File: config.mk
export PLATFORM = sky130hd
export DESIGN_NAME = uart_tx_mmio_flat
export DESIGN_NICKNAME = d
export VERILOG_FILES = /design/src/rtl/uart_tx_mmio_if.sv /design/src/rtl/uart_tx_mmio.sv /design/src/flat_wrapper.sv
export SDC_FILE = /design/constraint.sdc
export NUM_CORES = 1
export LEC_CHECK = 0
export CAP_MARGIN = 30
export CORE_UTILIZATION = 31
export DETAILED_ROUTE_END_ITERATION = 8
export PLACE_DENSITY_LB_ADDON = 0.12
export SKIP_LAST_GASP = 1
export SYNTH_ARGS = -nofsm -noshare
export SYNTH_HDL_FRONTEND = slang
export SYNTH_SLANG_ARGS = --single-unit
File: constraint.sdc
create_clock -name clk -period 4.6 [get_ports clk]
set_input_delay 0.69 -clock clk [delete_from_list [all_inputs] [get_ports clk]]
set_output_delay 0.69 -clock clk [all_outputs]
set_load 0.02 [all_outputs]
File: src/rtl/uart_tx_mmio_if.sv
// Memory-mapped bus between the CPU data-memory stage and the UART transmitter.
// Latency: address decode and read data are combinational; writes land on the next clock edge.
// Backpressure: none on the bus; a full transmit FIFO drops the byte and flags overflow instead.
// Signals: address/data/MemRead/MemWrite from the CPU, rd_data/UartAddress back to it.
interface uart_tx_mmio_if;
    logic [31:0] address;
    logic [31:0] data;
    logic        MemRead;
    logic        MemWrite;
    logic [31:0] rd_data;
    logic        UartAddress;

    modport master (
        output address, data, MemRead, MemWrite,
        input  rd_data, UartAddress
    );

    modport slave (
        input  address, data, MemRead, MemWrite,
        output rd_data, UartAddress
    );
endinterface

File: src/rtl/uart_tx_mmio.sv
// MMIO UART transmitter: TXDATA/STATUS/CTRL/ACK registers, byte FIFO, 8N1 serialiser, sticky irq.
// Latency: TXDATA write at edge k into idle/empty -> start bit driven from edge k+1; frame is 10*BAUD_DIV cycles.
// Backpressure: none; a push into a full FIFO with no simultaneous pop is dropped and sets overflow.
// Ports: clk, reset (async, active-high), bus (slave side of uart_tx_mmio_if),
//        UartInterrupt (registered sticky level), tx (registered serial line, idles high).
module uart_tx_mmio #(
    parameter int BAUD_DIV = 16,
    parameter int DEPTH    = 4
) (
    input  logic          clk,
    input  logic          reset,
    uart_tx_mmio_if.slave bus,
    output logic          UartInterrupt,
    output logic          tx
);
    localparam int PW = (DEPTH > 1) ? $clog2(DEPTH) : 1;
    localparam int CW = $clog2(DEPTH + 1);

    localparam logic [31:0] ADDR_TXDATA = 32'hFFFF_0010;
    localparam logic [31:0] ADDR_STATUS = 32'hFFFF_0014;
    localparam logic [31:0] ADDR_CTRL   = 32'hFFFF_0018;
    localparam logic [31:0] ADDR_ACK    = 32'hFFFF_001C;

    typedef enum logic [1:0] {IDLE, START, DATA, STOP} state_t;

    state_t        state_q, state_d;
    logic [15:0]   baud_q, baud_d;
    logic [2:0]    bit_q, bit_d;
    logic [7:0]    shift_q, shift_d;
    logic          tx_q, tx_d;
    logic [7:0]    mem_q [DEPTH];
    logic [PW-1:0] wr_ptr_q, rd_ptr_q;
    logic [CW-1:0] count_q, count_d;
    logic          ie_q, ovf_q, irq_q;

    // Address decode, exact 32-bit match only.
    logic sel_tx, sel_st, sel_ctrl, sel_ack;
    assign sel_tx   = (bus.address == ADDR_TXDATA);
    assign sel_st   = (bus.address == ADDR_STATUS);
    assign sel_ctrl = (bus.address == ADDR_CTRL);
    assign sel_ack  = (bus.address == ADDR_ACK);
    assign bus.UartAddress = sel_tx | sel_st | sel_ctrl | sel_ack;

    logic wr_tx, wr_ctrl, wr_ack;
    assign wr_tx   = bus.MemWrite & sel_tx;
    assign wr_ctrl = bus.MemWrite & sel_ctrl;
    assign wr_ack  = bus.MemWrite & sel_ack;

    logic fifo_full, fifo_empty, pop, push, ovf_set, frame_done, irq_set;
    assign fifo_full  = (count_q == CW'(DEPTH));
    assign fifo_empty = (count_q == '0);
    assign pop        = (state_q == IDLE) && !fifo_empty;
    // A pop in the same cycle frees a slot, so a full FIFO still accepts the push.
    assign push       = wr_tx && (!fifo_full || pop);
    assign ovf_set    = wr_tx && fifo_full && !pop;
    // Pre-edge emptiness: no pop can coincide with the STOP->IDLE edge.
    assign irq_set    = frame_done && fifo_empty && ie_q;

    logic unused_data_hi;
    assign unused_data_hi = ^bus.data[31:8];

    // STATUS count field saturates at 7 for deeper FIFOs.
    logic [2:0]  cnt_sat;
    logic [31:0] rd_data_c;
    assign cnt_sat = (32'(count_q) > 32'd7) ? 3'd7 : 3'(count_q);

    always_comb begin
        rd_data_c = '0;
        if (bus.MemRead) begin
            if (sel_st) begin
                rd_data_c = {25'b0, ovf_q, cnt_sat, (state_q != IDLE), fifo_empty, fifo_full};
            end else if (sel_ctrl) begin
                rd_data_c = {31'b0, ie_q};
            end
        end
    end
    assign bus.rd_data = rd_data_c;

    always_comb begin
        count_d = count_q;
        if (push && !pop) begin
            count_d = count_q + 1'b1;
        end else if (pop && !push) begin
            count_d = count_q - 1'b1;
        end
    end

    logic baud_last;
    assign baud_last = (baud_q == 16'(BAUD_DIV - 1));

    always_comb begin
        state_d    = state_q;
        baud_d     = baud_q;
        bit_d      = bit_q;
        shift_d    = shift_q;
        frame_done = 1'b0;
        case (state_q)
            IDLE: begin
                if (!fifo_empty) begin
                    state_d = START;
                    shift_d = mem_q[rd_ptr_q];
                    baud_d  = '0;
                end
            end
            START: begin
                if (baud_last) begin
                    state_d = DATA;
                    bit_d   = '0;
                    baud_d  = '0;
                end else begin
                    baud_d = baud_q + 1'b1;
                end
            end
            DATA: begin
                if (baud_last) begin
                    baud_d  = '0;
                    shift_d = {1'b0, shift_q[7:1]};
                    if (bit_q == 3'd7) begin
                        state_d = STOP;
                    end else begin
                        bit_d = bit_q + 1'b1;
                    end
                end else begin
                    baud_d = baud_q + 1'b1;
                end
            end
            STOP: begin
                if (baud_last) begin
                    state_d    = IDLE;
                    baud_d     = '0;
                    frame_done = 1'b1;
                end else begin
                    baud_d = baud_q + 1'b1;
                end
            end
            default: state_d = IDLE;
        endcase
        // tx is registered, so it is derived from the state being entered.
        case (state_d)
            START:   tx_d = 1'b0;
            DATA:    tx_d = shift_d[0];
            default: tx_d = 1'b1;
        endcase
    end

    always_ff @(posedge clk or posedge reset) begin
        if (reset) begin
            state_q  <= IDLE;
            baud_q   <= '0;
            bit_q    <= '0;
            shift_q  <= '0;
            tx_q     <= 1'b1;
            wr_ptr_q <= '0;
            rd_ptr_q <= '0;
            count_q  <= '0;
            ie_q     <= 1'b0;
            ovf_q    <= 1'b0;
            irq_q    <= 1'b0;
        end else begin
            state_q <= state_d;
            baud_q  <= baud_d;
            bit_q   <= bit_d;
            shift_q <= shift_d;
            tx_q    <= tx_d;
            count_q <= count_d;
            if (push) wr_ptr_q <= wr_ptr_q + 1'b1;
            if (pop)  rd_ptr_q <= rd_ptr_q + 1'b1;
            if (wr_ctrl) ie_q <= bus.data[0];
            ovf_q <= ovf_set | (ovf_q & ~wr_ack);
            // A new interrupt condition wins over a same-cycle ACK.
            irq_q <= irq_set | (irq_q & ~wr_ack);
        end
    end

    // Storage needs no reset: entries are only read once counted as valid.
    always_ff @(posedge clk) begin
        if (push) mem_q[wr_ptr_q] <= bus.data[7:0];
    end

    assign tx            = tx_q;
    assign UartInterrupt = irq_q;
endmodule

File: src/flat_wrapper.sv
// flat-port wrapper written by rule: the top's interface ports become plain ports
module uart_tx_mmio_flat 
#(
    parameter int BAUD_DIV = 16,
    parameter int DEPTH    = 4
)
  (clk, reset, UartInterrupt, tx, bus_address, bus_data, bus_MemRead, bus_MemWrite, bus_rd_data, bus_UartAddress);
  uart_tx_mmio_if bus_i ();
  input  logic clk;
  input  logic reset;
  output logic UartInterrupt;
  output logic tx;
  input wire logic [$bits(bus_i.address)-1:0] bus_address;
  input wire logic [$bits(bus_i.data)-1:0] bus_data;
  input wire logic [$bits(bus_i.MemRead)-1:0] bus_MemRead;
  input wire logic [$bits(bus_i.MemWrite)-1:0] bus_MemWrite;
  output wire logic [$bits(bus_i.rd_data)-1:0] bus_rd_data;
  output wire logic [$bits(bus_i.UartAddress)-1:0] bus_UartAddress;
  assign bus_i.address = bus_address;
  assign bus_i.data = bus_data;
  assign bus_i.MemRead = bus_MemRead;
  assign bus_i.MemWrite = bus_MemWrite;
  assign bus_rd_data = bus_i.rd_data;
  assign bus_UartAddress = bus_i.UartAddress;
  uart_tx_mmio #(.BAUD_DIV(BAUD_DIV), .DEPTH(DEPTH)) u_core (.clk(clk), .reset(reset), .bus(bus_i), .UartInterrupt(UartInterrupt), .tx(tx));
endmodule
## Word-level counts from Yosys, hierarchy flattened

Memories as Yosys holds them, arrays and structs flattened.
Index checks and enable logic that the tools add are counted.

| cells by class | value |
|---|---|
| reduce and logical (&&, ||, !) cells | 22 |
| bitwise operators | 11 |
| div/mod/pow operators | 0 |
| eq/ne operators | 16 |
| shifts and indexed selects | 0 |
| add/sub/neg operators | 6 |
| multiplexer cells | 26 |
| magnitude comparators | 0 |
| multipliers | 0 |

Operator list:

| cell | count |
|---|---|
| $eq 32x32->1 const B | 4 |
| $mux 32 | 2 |
| $mux 16 | 2 |
| $pmux 16 s2 | 1 |
| $add 16x1->16 const B | 1 |
| $eq 16x4->1 const B | 1 |
| $mux 8 | 2 |
| $pmux 8 s2 | 1 |
| $mux 3 | 5 |
| $mux 2 | 5 |
| $logic_and 1x1->1 | 8 |
| $pmux 2 s4 | 1 |
| $reduce_bool 2->1 | 4 |
| $add 3x1->3 const B | 2 |
| $eq 2x2->1 const B | 3 |
| $eq 3x3->1 const B | 2 |
| $pmux 3 s2 | 1 |
| $and 1x1->1 | 5 |
| $mux 1 | 5 |
| $or 1x1->1 | 5 |
| $add 2x1->2 const B | 2 |
| $eq 2x1->1 const B | 2 |
| $logic_not 1->1 | 4 |
| $ne 2x1->1 const B | 2 |
| 10 further kinds | 11 |

| word-level totals | value |
|---|---|
| latch bits | 0 |
| input bits | 68 |
| RAM bits | 32 |
| bits in read-only memories | 0 |
| memories kept | 1 |
| register bits | 40 |
| logic and storage cells | 94 |
| output and inout bits | 35 |

Memory list:

| name | depth | bits a word | read ports | clocked after Yosys merged registers in | wr ports | RTL line | source |
|---|---|---|---|---|---|---|---|
| u_core.mem_q | 4 | 8 | 1 | 0 | 1 | uart_tx_mmio.sv:31 | `logic [7:0] mem_q [DEPTH];` |

## Depth between registers and ports, before layout

| depth | value |
|---|---|
| depth after elaboration | 9 |
| gate-level depth with buffers | 11 |
| gate-level depth less buffers | 10 |

## Worst setup path before layout

No wires, ideal clock.

| timing path | value |
|---|---|
| kind | input port to flip-flop |
| start | input port bus_address[7] |
| end | register u_core.count_q[2], in the netlist u_core.cnt_sat[2] |
| required time | 4,521 ps |
| buffers on the path | 0 |
| setup time | 79 ps |
| arrival time | 3,040 ps |
| setup slack | 1,481 ps |
| stages on the path | 10 |
| path through | or4b_1 > nor3_2 > nand4_4 > nor4b_4 > ha_1 > inv_1 > fa_1 > xor2_1 > nor2_1 > xor2_1 |

| between the ends | value |
|---|---|
| word-level cells in the longest chain between the ends | 6 |
| elaborated cells between the ends (all ways) | 8 |
| those cells by class | 1 x eq/ne; 1 x mux; 1 x bitwise; 5 x reduce/logical |

RTL lines:

| element | RTL line | source |
|---|---|---|
| start, declared | flat_wrapper.sv:13 | `input wire logic [$bits(bus_i.address)-1:0] bus_address;` |
| $eq 32x32->1 (*) | uart_tx_mmio.sv:38 | `assign sel_tx = (bus.address == ADDR_TXDATA);` |
| $and 1x1->1 (*) | uart_tx_mmio.sv:45 | `assign wr_tx = bus.MemWrite & sel_tx;` |
| $logic_and 1x1->1 (*) | uart_tx_mmio.sv:54 | `assign push = wr_tx && (!fifo_full \|\| pop);` |
| named net u_core.push | uart_tx_mmio.sv:49 | `logic fifo_full, fifo_empty, pop, push, ovf_set, frame_done, irq_set;` |
| $logic_not 1->1 | uart_tx_mmio.sv:83 | `end else if (pop && !push) begin` |
| $logic_and 1x1->1 | uart_tx_mmio.sv:83 |  |
| $reduce_bool 2->1 (no source line) | n/a |  |
| end signal, assigned | uart_tx_mmio.sv:165 | `count_q <= count_d;` |
| end, declared | uart_tx_mmio.sv:33 | `logic [CW-1:0] count_q, count_d;` |

The timed path passes the listed nets; every way through them passes the cells marked *.
A chain may end at the register's enable or synchronous reset.

## Final worst setup path

| timing path | value |
|---|---|
| start | input port bus_address[7] |
| end | output port bus_rd_data[4] |

| between the ends | value |
|---|---|
| word-level cells in the longest chain between the ends | 3 |

RTL lines:

| element | RTL line | source |
|---|---|---|
| $eq 32x32->1 | uart_tx_mmio.sv:39 | `assign sel_st = (bus.address == ADDR_STATUS);` |
| $mux 32 | uart_tx_mmio.sv:70 | `if (sel_st) begin` |
| $mux 32 | uart_tx_mmio.sv:69 | `if (bus.MemRead) begin` |
| end, declared | flat_wrapper.sv:17 | `output wire logic [$bits(bus_i.rd_data)-1:0] bus_rd_data;` |

Every way passes these cells.

==> flow_summary.json <==
{
  "fillers": 1133,
  "drtAntennaViolNets": 0,
  "yosysSeqAreaShare": 0.525,
  "rr_worst_depth": 7,
  "dieArea_mm2": 0.0125,
  "cts.sinks": 72,
  "max_freq_ghz": 0.262,
  "ff2ff_setup_slack_ns": 2.02,
  "vias_per_cell": 4.76,
  "grt_pass1_wl_um": 13000,
  "crit_path_end_kind": "output pin",
  "endpoint": "bus_rd_data[4]",
  "initial_core_util": 0.322,
  "wirelength_um": 7690,
  "setup_tns_ns": 0,
  "synth-edff-count": 32,
  "min_period_ns": 3.82,
  "die_w_um": 112,
  "cts_max_level": 3,
  "clk_pin_slew_ns": 0.06,
  "drc": 3,
  "startpoint_type": "primary input",
  "yosysWarningCount": 0,
  "antenna_found_initial": 0,
  "tightest_slew_ns": 0.807,
  "power_density_mw_per_mm2": 301,
  "synth_compound_area_frac": 0.0779,
  "cts_resized": 0,
  "clockBufferDepth": 2,
  "nNetsFinal": 456,
  "finalSetupViolCount": 0,
  "slew_headroom": 0.460,
  "place_area_mm2": 0.00431,
  "cap_viol_max_count": 0,
  "required_ns": 3.91,
  "drive_gt1_frac": 0.112,
  "synthAdderAreaFrac": 0.0321,
  "synth_top_area_share": 0.261,
  "hold-path-cell-count": 2,
  "core_mm2": 0.0116,
  "synth_top_area_cell": "dfrtp_1",
  "post_cts_buffers": 0,
  "holdBufCountCts": 0,
  "wl_per_cell_um": 14.6,
  "grt_usage": 0.137,
  "synthesis.area_mm2": 0.00374,
  "antenna-diode-count": 0,
  "avgSynthCellArea_um2": 11.5,
  "place_congestion": 0.725,
  "syn_to_final_growth_pct": 22.6,
  "p_leak_nw": 1.74,
  "yosys-top-cells-area": "dfrtp_1 26%, edfxtp_1 26%, buf_4 5.2%, mux4_2 4.8%, nand2_1 4.4%",
  "violations": "design-rule violations",
  "synthXorXnorAreaFrac": 0.0257,
  "cts_buffers": 9,
  "num_io_pins": 103,
  "syn_inst": 325,
  "num_rows": 39,
  "ir_worst_vdd_v": 0.000278,
  "drt_iter0_drc": 106,
  "clkLatencyLatePin_ns": 0.34,
  "slowest_delay_ns": 0.61,
  "hpwl_um": 5570,
  "grt_pass1_vias": 2612,
  "async_reset_ff_frac": 0.556,
  "synth_top_family_by_area": "simple AND/OR/NAND/NOR gates",
  "final_area_mm2": 0.00459,
  "muxShareOfSynthArea": 0.0635,
  "grt_start_max_net_pins": 41,
  "grt_overflow": 0,
  "port_buffers": 53,
  "yosysUniqueCellTypes": 57,
  "cp_cell_sequence": "clkdlybuf4s50_1, or4b_1, nor3_2, nand4_4, nor3_1, and2_1, clkdlybuf4s50_1",
  "synthFlopType": "dfrtp_1",
  "yosys.area_share.simple": 0.199,
  "synthTopCellsByCount": "44 x nand2_1, 39 x dfrtp_1, 32 x edfxtp_1",
  "ys_seq_elements": 72,
  "r2r-start": "u_core.state_q[0]$_DFF_PP0_",
  "tritoncts": "built",
  "cpMostUsedCell": "clkdlybuf4s50_1",
  "period_share": 0.830,
  "finalHoldViolCount": 0,
  "fp.dieH_um": 112,
  "rsz0062_at_grt": "false",
  "dr.pass1.iters": 6,
  "critPathLaunch": "bus_address[7]",
  "cpMaxStageDelayCell": "clkdlybuf4s50_1",
  "min_path_type": "register to register",
  "status": "complete, but fails checks",
  "finalMaxSlewViolations": 0,
  "crit_fanout": 10,
  "vias": 2507,
  "arrival_ns": 3.13,
  "clock_skew_ns": 0.00423,
  "root_buffer": "clkbuf_16",
  "reg2reg_to": "u_core.cnt_sat[1]$_DFFE_PP0P_",
  "synthMostInstantiatedCell": "nand2_1",
  "path_class": "primary input to output pin"
}
-- final cells by class --
cell class,count,area [um2],share of cell area
flip-flops and latches,72,1960,0.428
multi-input cells,230,1580,0.345
repair buffers,55,546,0.119
clock buffers,10,229,0.0499
well taps,143,179,0.0390
clock inverters,6,46.3,0.0101
inverters,11,41.3,0.00900
-- how the worst min path moves through the flow --
| stage | startpoint | to | slack (ns) |
|---|---|---|---|
| 5_1_grt | u_core.shift_q[1]$_DFFE_PP0P_ | u_core.shift_q[1]$_DFFE_PP0P_ | 0.50 |
| 6_report | u_core.shift_q[1]$_DFFE_PP0P_ | u_core.shift_q[1]$_DFFE_PP0P_ | 0.47 |
| 3_5_place_dp | u_core.shift_q[5]$_DFFE_PP0P_ | u_core.shift_q[5]$_DFFE_PP0P_ | 0.46 |
| 3_3_place_gp | u_core.shift_q[1]$_DFFE_PP0P_ | u_core.shift_q[1]$_DFFE_PP0P_ | 0.45 |
| 4_1_cts | u_core.shift_q[5]$_DFFE_PP0P_ | u_core.shift_q[5]$_DFFE_PP0P_ | 0.47 |
| 2_1_floorplan | u_core.shift_q[5]$_DFFE_PP0P_ | u_core.shift_q[5]$_DFFE_PP0P_ | 0.44 |
-- worst max-delay path: cells and delay by family --
family        cells  cell delay [ns]
simple gates      5             1.43
buf+inv           2             1.01
-- layer usage --
metal,vias to the layer above,share of wire,global-route usage
met5,-,0,0
met4,0,0.017,0.0559
met3,11,0.036,0.0457
met2,49,0.50,0.229
met1,1207,0.44,0.161
li1,1240,-,-
-- per-stage QoR --
step / hold slack [ns] / instances / power, mW / worst slack (ns) / utilization
2_1_floorplan: 0.439 / 349 / 0.729 / 1.48 / -
3_3_place_gp: 0.455 / 510 / 0.756 / 0.750 / 0.371
3_5_place_dp: 0.456 / 511 / 0.756 / 0.754 / 0.371
4_1_cts: 0.470 / 527 / 1.40 / 0.748 / 0.395
5_1_grt: 0.501 / 527 / 1.43 / 0.596 / 0.395
6_report: 0.468 / 527 / 1.38 / 0.782 / 0.395
-- cell usage in the layout (no fill, tap or decap), drive strengths merged, types with 4 or more instances in the layout --
cell           netlist  routed
clkdlybuf4s50        0      53
nand2               44      44
dfrtp               39      39
edfxtp              32      32
o21ai               27      27
conb                 1      25
nand3               14      14
nor2                12      12
nor3                12      12
inv                 11      11
and2                10      10
clkbuf               5      10
nor4                10      10
mux4                 8       8
ha                   8       8
xnor2                7       7
nand4                7       7
xor2                 4       4
and3                 4       4
clkinv               0       4
-- cell families after synthesis --
kind of cell / after synthesis
buffers and inverters: 47
flip-flops: 72
multiplexers: 13
adder cells (fa/ha/maj): 9
other: 1
XOR/XNOR: 11
AND/OR/NAND/NOR: 127
AO/OA/AOI/OAI: 45
-- registers in the layout, indices dropped and copies added (netlist names) --
name	flops
u_core.shift_q	8
u_core.bit_q	3
u_core.baud_q	16
u_core.UartInterrupt	1
u_core.tx	1
u_core.ie_q	1
u_core.state_q	2
u_core.rd_ptr_q	2
u_core.cnt_sat	3
u_core.ovf_q	1
u_core.wr_ptr_q	2
u_core.mem_q	32
-- power by group --
| part | internal (mW) | leakage [nW] | switching, mW |
|---|---|---|---|
| combinational | 0.0341 | 0.826 | 0.0368 |
| sequential | 0.673 | 0.788 | 0.00000000105 |
| clock | 0.366 | 0.129 | 0.270 |
(Power assumes the default switching activity.)
